<file path="src/rtl/lpa_issue_ctrl.sv">
// lpa_issue_ctrl: issue stage for the LowPowerArithmetic datapath.
// Buffers requests in a FIFO and drives them to an external combinational
// arithmetic unit. The unit's operands are frozen and its op is forced to nop
// (2'b11) whenever no work is pending. After SETTLE cycles the unit's result
// is captured and offered downstream over a valid/ready interface.
//
// Ports:
//   clk, rst                  clock, synchronous active-high reset
//   in_valid/in_ready         request handshake (in_ready is combinational)
//   in_a, in_b, in_op         request operands and op (00 add, 01 sub, 10 mul, 11 nop)
//   alu_a, alu_b, alu_op      registered operands/op to the unit
//   alu_result                combinational result from the unit
//   out_valid/out_ready       result handshake
//   out_result, out_op        captured result and its op code
//   busy                      FSM not idle or FIFO not empty
//   stat_ops, stat_stall      saturating counters, only with LPA_ISSUE_STATS_EN
//
// Optional feature macro: LPA_ISSUE_STATS_EN
module lpa_issue_ctrl #(
    parameter int unsigned WIDTH  = 8,
    parameter int unsigned DEPTH  = 4,
    parameter int unsigned SETTLE = 1
) (
    input  logic                 clk,
    input  logic                 rst,
    input  logic                 in_valid,
    output logic                 in_ready,
    input  logic [WIDTH-1:0]     in_a,
    input  logic [WIDTH-1:0]     in_b,
    input  logic [1:0]           in_op,
    output logic [WIDTH-1:0]     alu_a,
    output logic [WIDTH-1:0]     alu_b,
    output logic [1:0]           alu_op,
    input  logic [2*WIDTH-1:0]   alu_result,
    output logic                 out_valid,
    input  logic                 out_ready,
    output logic [2*WIDTH-1:0]   out_result,
    output logic [1:0]           out_op,
    output logic                 busy
`ifdef LPA_ISSUE_STATS_EN
    ,
    output logic [15:0]          stat_ops,
    output logic [15:0]          stat_stall
`endif
);

    localparam int unsigned AW = (DEPTH > 1) ? $clog2(DEPTH) : 1;
    localparam int unsigned CW = $clog2(DEPTH + 1);
    localparam int unsigned SW = (SETTLE > 1) ? $clog2(SETTLE) : 1;
    localparam logic [1:0]  OP_NOP = 2'b11;

    typedef struct packed {
        logic [WIDTH-1:0] a;
        logic [WIDTH-1:0] b;
        logic [1:0]       op;
    } req_t;

    typedef enum logic [1:0] {IDLE, ISSUE, HOLD} state_t;

    state_t          state;
    req_t            mem [DEPTH];
    req_t            head;
    logic [AW-1:0]   rd_ptr;
    logic [AW-1:0]   wr_ptr;
    logic [CW-1:0]   count;
    logic [SW-1:0]   cnt;
    logic            push;
    logic            pop;

    // Request handshake and FIFO pop decision
    assign in_ready = !rst && (count < CW'(DEPTH));
    assign push     = in_valid && in_ready;
    assign head     = mem[rd_ptr];
    assign busy     = (state != IDLE) || (count != '0);

    always_comb begin
        pop = 1'b0;
        if (count != '0) begin
            pop = (state == IDLE) || ((state == HOLD) && out_ready);
        end
    end

    // FIFO storage, no reset needed on the data array
    always_ff @(posedge clk) begin
        if (push) begin
            mem[wr_ptr] <= '{a: in_a, b: in_b, op: in_op};
        end
    end

    // FIFO pointers and occupancy
    always_ff @(posedge clk) begin
        if (rst) begin
            rd_ptr <= '0;
            wr_ptr <= '0;
            count  <= '0;
        end else begin
            if (push) wr_ptr <= wr_ptr + AW'(1);
            if (pop)  rd_ptr <= rd_ptr + AW'(1);
            case ({push, pop})
                2'b10:   count <= count + CW'(1);
                2'b01:   count <= count - CW'(1);
                default: count <= count;
            endcase
        end
    end

    // Issue FSM; a pop always loads the head straight into ISSUE
    always_ff @(posedge clk) begin
        if (rst) begin
            state      <= IDLE;
            cnt        <= '0;
            alu_a      <= '0;
            alu_b      <= '0;
            alu_op     <= OP_NOP;
            out_valid  <= 1'b0;
            out_result <= '0;
            out_op     <= '0;
        end else begin
            case (state)
                IDLE: begin
                    if (pop) begin
                        alu_a  <= head.a;
                        alu_b  <= head.b;
                        alu_op <= head.op;
                        cnt    <= SW'(SETTLE - 1);
                        state  <= ISSUE;
                    end
                end
                ISSUE: begin
                    if (cnt != '0) begin
                        cnt <= cnt - SW'(1);
                    end else begin
                        // a nop never trusts the unit's output
                        out_result <= (alu_op == OP_NOP) ? '0 : alu_result;
                        out_op     <= alu_op;
                        out_valid  <= 1'b1;
                        state      <= HOLD;
                    end
                end
                HOLD: begin
                    if (out_ready) begin
                        out_valid <= 1'b0;
                        if (pop) begin
                            alu_a  <= head.a;
                            alu_b  <= head.b;
                            alu_op <= head.op;
                            cnt    <= SW'(SETTLE - 1);
                            state  <= ISSUE;
                        end else begin
                            alu_op <= OP_NOP;
                            state  <= IDLE;
                        end
                    end
                end
                default: state <= IDLE;
            endcase
        end
    end

`ifdef LPA_ISSUE_STATS_EN
    // Saturating handshake and stall counters
    always_ff @(posedge clk) begin
        if (rst) begin
            stat_ops   <= '0;
            stat_stall <= '0;
        end else begin
            if (out_valid && out_ready && (stat_ops != 16'hFFFF)) begin
                stat_ops <= stat_ops + 16'd1;
            end
            if (out_valid && !out_ready && (stat_stall != 16'hFFFF)) begin
                stat_stall <= stat_stall + 16'd1;
            end
        end
    end
`endif

endmodule

</file>
<file path="config.mk">
export PLATFORM = sky130hd
export DESIGN_NAME = lpa_issue_ctrl
export DESIGN_NICKNAME = d
export VERILOG_FILES = /design/src/rtl/lpa_issue_ctrl.sv
export SDC_FILE = /design/constraint.sdc
export NUM_CORES = 1
export LEC_CHECK = 0
export BUFFER_PORTS_ARGS = -buffer_cell sky130_fd_sc_hd__buf_2
export CORE_AREA = 2 2 114 138
export DETAILED_ROUTE_END_ITERATION = 6
export DIE_AREA = 0 0 116 140
export PLACE_DENSITY = 0.55
export SETUP_SLACK_MARGIN = 0.4
export SYNTH_ARGS = -nofsm -noshare
export SYNTH_HDL_FRONTEND = slang
export SYNTH_SLANG_ARGS = --single-unit
</file>
<file path="constraint.sdc">
create_clock -name clk -period 3.17 [get_ports clk]
set_input_delay 0.634 -clock clk [delete_from_list [all_inputs] [get_ports clk]]
set_output_delay 0.634 -clock clk [all_outputs]
set_load 0.1 [all_outputs]
</file>
# Word-level counts from Yosys, hierarchy flattened
# Memories as Yosys holds them, arrays and structs flattened. A register that Yosys moved wholly into a read port is not among the register bits.
# Cells that the tools add are included.
# totals
output_inout_bits	39
elab_cells	75
in_bits	38
reg_bits	47
ram_bits	72
mem_count	1
# op_classes
n_mux	29
n_lt_le_gt_ge	1
bitwise_logic	1
n_addsub	5
n_reduce_logical	19
n_eq_ne	8
# mem_list
memory	depth	width	rd	rd_ports_with_merged_regs	wr	line_no	source
mem	4	18	1	1	1	61	req_t mem [DEPTH];
# op_table
op	count
2-to-1 mux 8 bit	4
one-hot mux 8 bit (2 select lines)	2
2-to-1 mux 16 bit	1
2-to-1 mux 2 bit	8
2-to-1 mux 1 bit	9
AND reduction 3 bit	3
nonzero test 2 bit	4
== test 2 bit, second input constant	3
!= test 2 bit, second input constant	3
one-hot mux 2 bit (3 select lines)	1
one-hot mux 3 bit (2 select lines)	1
AND reduction 2 bit	3
nonzero test 3 bit	2
adder 2 x 1 -> 2 bit, second input constant	2
== test 2 x 1 -> 1 bit, second input constant	2
one-hot mux 2 bit (2 select lines)	1
adder 3 x 1 -> 3 bit, second input constant	1
logical AND 1 bit	3
less-than comparator 3 bit, second input constant	1
one-hot mux 1 bit (3 select lines)	1
subtractor 3 x 1 -> 3 bit, second input constant	1
logical NOT 2 bit	1
logical OR 1 bit	2
one-hot mux 1 bit (2 select lines)	1
3 further kinds	3

# Longest topological paths before layout
# depth
word_depth	7
ltp_mapped	9
ltp_nobuf	7

# Worst setup path after synthesis
# OpenSTA, ideal clock, no wires.
# synth_timing
kind	input to output
from	input port rst
to	output port in_ready
cell_stages	4
t_arrival_ps	2441
t_required_ps	2536
setup_slack_ps	95
path_cell_list	clkbuf_1 -> clkbuf_1 -> buf_1 -> nor2_1
# synth_between
elab_chain_cells	2
# synth_rtl
element	line_no	source
from (decl)	25	input logic rst,
logical NOT 1 bit	71	assign in_ready = !rst && (count < CW'(DEPTH));
logical AND 1 bit	71	
to (decl)	27	output logic in_ready,
# No other way between the ends.

# Worst setup path in the final report
# Ends and elaborated chain as after synthesis.

==> flow_metrics.py <==
metrics = {
    "placed_design": {
        "post-dp-hpwl_um": 5570,
        "placed_cell_area_um2": 5060,
        "port_buffers": 76,
        "gp_congestion": 0.744,
    },
    "synthesis": {
        "syn_inst": 298,
        "yosysMostFrequentCell": "edfxtp_1",
        "yosys-top-cells-area": "edfxtp_1, dfxtp_1, mux4_2",
        "synthArstFlopShare_pct": 0,
        "synth_nets": 341,
        "synth_common_cells": "edfxtp_1, dfxtp_1, nand2_1, nor2_1, a21oi_1",
        "netlist.area_leader.share_pct": 49.0,
        "synth_area_um2": 4410,
        "synthDistinctLibCells": 36,
        "yosysWarningCount": 0,
        "avgSynthCellArea_um2": 14.8,
        "synth_flop_cell": "edfxtp_1",
        "yosys.area.top_type": "edfxtp_1",
        "synth_edf_count": 72,
        "seq_area_frac_synth_pct": 70.8,
        "synth-seq-cells": 120,
    },
    "setup_path": {
        "slowest_stage": "buf_2",
        "worstReg2RegEnd": "count[1]",
        "worstSetupEndpointType": "output pin",
        "r2r_slack_ns": 1.11,
        "rr_startpoint": "count[2]",
        "start_kind": "primary input",
        "cpMostUsedCell": "buf_2",
        "crit_type": "in2out",
        "reg2regPathDepth": 7,
        "critical_path.max_fanout": 52,
        "cp.required_ns": 2.54,
        "path_cells": "buf_2, buf_4, nor2_2, buf_2",
        "max_stage_delay_ns": 0.44,
        "critPathArrivalTime_ns": 1.63,
    },
    "status": {
        "outcome": "finished, final reports clean",
    },
    "floorplanning": {
        "start_util_pct": 29.7,
        "die_x_um": 116,
        "die_h_um": 140,
        "coreArea_um2": 14800,
        "die-area_um2": 16200,
        "fp-row-count": 49,
        "io_pins": 77,
    },
    "clocking": {
        "cts.path.max_buffers": 2,
        "clk_latency_ns": 0.41,
        "postCtsSetupRepairBufs": 0,
        "tritoncts": "done",
        "cts.sinks": 120,
        "cts-root-buf": "clkbuf_16",
        "cts.htree.levels": 4,
        "holdBufCountCts": 0,
        "numCtsBuffers": 17,
        "post_cts_resized": 0,
        "clk_pin_slew_ns": 0.06,
    },
    "timing": {
        "fmax_mhz": 442,
        "final.setup.tns_ns": 0,
        "finClkSkew_ns": 0.00492,
        "finalMaxSlewViolations": 0,
        "worst_slew_pin_slew_ns": 0.934,
        "rsz0062_at_grt": "false",
        "fin_crit_sh_pct": 71.4,
        "max-slew-margin-rel_pct": 37.7,
        "setup_viol": 0,
        "period_minus_slack_ns": 2.26,
        "report.final.hold_viol_count": 0,
    },
    "global_routing": {
        "antenna_found_initial": 0,
        "grt_pass1_wl_um": 13600,
        "grt_max_degree": 53,
        "grt_overflow": 0,
        "track_usage_pct": 11.4,
        "first_global_vias": 2713,
    },
    "drt": {
        "antenna_left": 0,
        "firstDrtPassIters": 4,
        "dr_total_vias": 2677,
        "drt_iter0_markers": 101,
        "drt_wl_total_um": 8790,
        "drcViolationCount": 0,
        "drt-wirelength-per-cell_um": 14.6,
        "via_per_inst": 4.44,
    },
    "power_and_ir_drop": {
        "leakage_uw": 0.00212,
        "power_density_nw_per_um2": 1100,
        "vdd_drop_max_v": 0.000345,
    },
    "cells_and_area": {
        "drive_above_1_share_pct": 34.3,
        "final_nets": 429,
        "n_antenna_cell": 0,
        "area_growth_pct": 29.0,
        "fin_area_um2": 5690,
        "final_util_pct": 38.3,
    },
    "worst_hold_path": {
        "min_from": "in_op[1]",
        "holdPathStages": 1,
        "hold_path.class": "in2reg",
        "whs_endpoint": "mem[3][1]",
    },
    "run": {
        "drv_cap": 0,
    },
}
## cell families (layout without fill, tap and decap cells)
family | Yosys count | count (layout) | synth area share, %
buffers and inverters | 22 | 123 | 2.13
adder cells (fa/ha/maj) | 5 | 5 | 1.59
multiplexers | 20 | 20 | 9.65
AO/OA/AOI/OAI | 45 | 45 | 6.21
flip-flops | 120 | 120 | 70.8
AND/OR/NAND/NOR | 83 | 83 | 8.71
XOR/XNOR | 3 | 3 | 0.908
## placed cells by master (no fill, tap or decap), types with 3 or more instances in the layout
cell,netlist,layout
clkinvlp_4,0,3
nand2b_1,5,5
buf_4,1,10
edfxtp_1,72,72
dfxtp_1,48,48
nor2_1,26,25
clkbuf_16,0,17
bufinv_16,0,4
and2_1,4,4
ha_1,4,4
nand2_1,33,33
a21oi_1,20,20
inv_1,4,4
o21ai_0,4,4
mux4_2,18,18
a22oi_1,16,16
buf_2,5,76
inv_6,0,3
## through the flow
stage,setup slack [ns],total power [uW],std cells,hold WS (ns)
final,0.906,6260,603,0.446
after CTS,0.903,6350,603,0.423
after detailed placement,0.813,4320,571,0.446
after global placement,0.819,4300,571,0.446
after global routing,0.824,6560,603,0.427
after floorplan,0.554,3870,298,0.444
## registers in the layout, indices dropped and copies added, names as in the netlist, named ones only
signal / flops
wr_ptr: 2
state: 2
count: 3
rd_ptr: 2
alu_op: 2
out_result: 16
mem: 72
out_valid: 1
out_op: 2
alu_a: 8
alu_b: 8
## routing by layer
metal	track usage [%]	up-vias	routed length, um
met3	4.11	14	464
met2	20.3	68	4710
met1	11.5	1309	3460
met5	0	-	0
met4	6.02	0	156
li1	-	1286	-
## how the worst max path moves through the flow
stage	from	endpoint	slack, ns	cells past startpoint
final	rst	in_ready	0.91	4
after global placement	out_ready	count[1]	0.82	8
after detailed placement	out_ready	count[1]	0.81	8
after global routing	rst	in_ready	0.82	4
after floorplan	rst	in_ready	0.55	4
after CTS	rst	in_ready	0.90	4
## final cells by class
| cell class | count | area [um2] |
|---|---|---|
| Sequential cell | 120 | 3120 |
| Timing Repair Buffer | 87 | 475 |
| Inverter | 4 | 15.0 |
| Clock buffer | 17 | 425 |
| Fill cell | 1454 | 9150 |
| Multi-Input combinational cell | 156 | 1200 |
| Tap cell | 204 | 255 |
| Clock inverter | 15 | 199 |
## worst max-delay path, delay by kind of cell
| family | cells | cell delay, ns |
|---|---|---|
| simple gates | 1 | 0.15 |
| buf+inv | 3 | 0.82 |
## report_power, final
group	switching, uW	internal (uW)	total [uW]
combinational	1650	538	2190
sequential	183	1890	2070
clock	682	1320	2000
total	2520	3740	6260
Power figures use the tool's default switching activity.
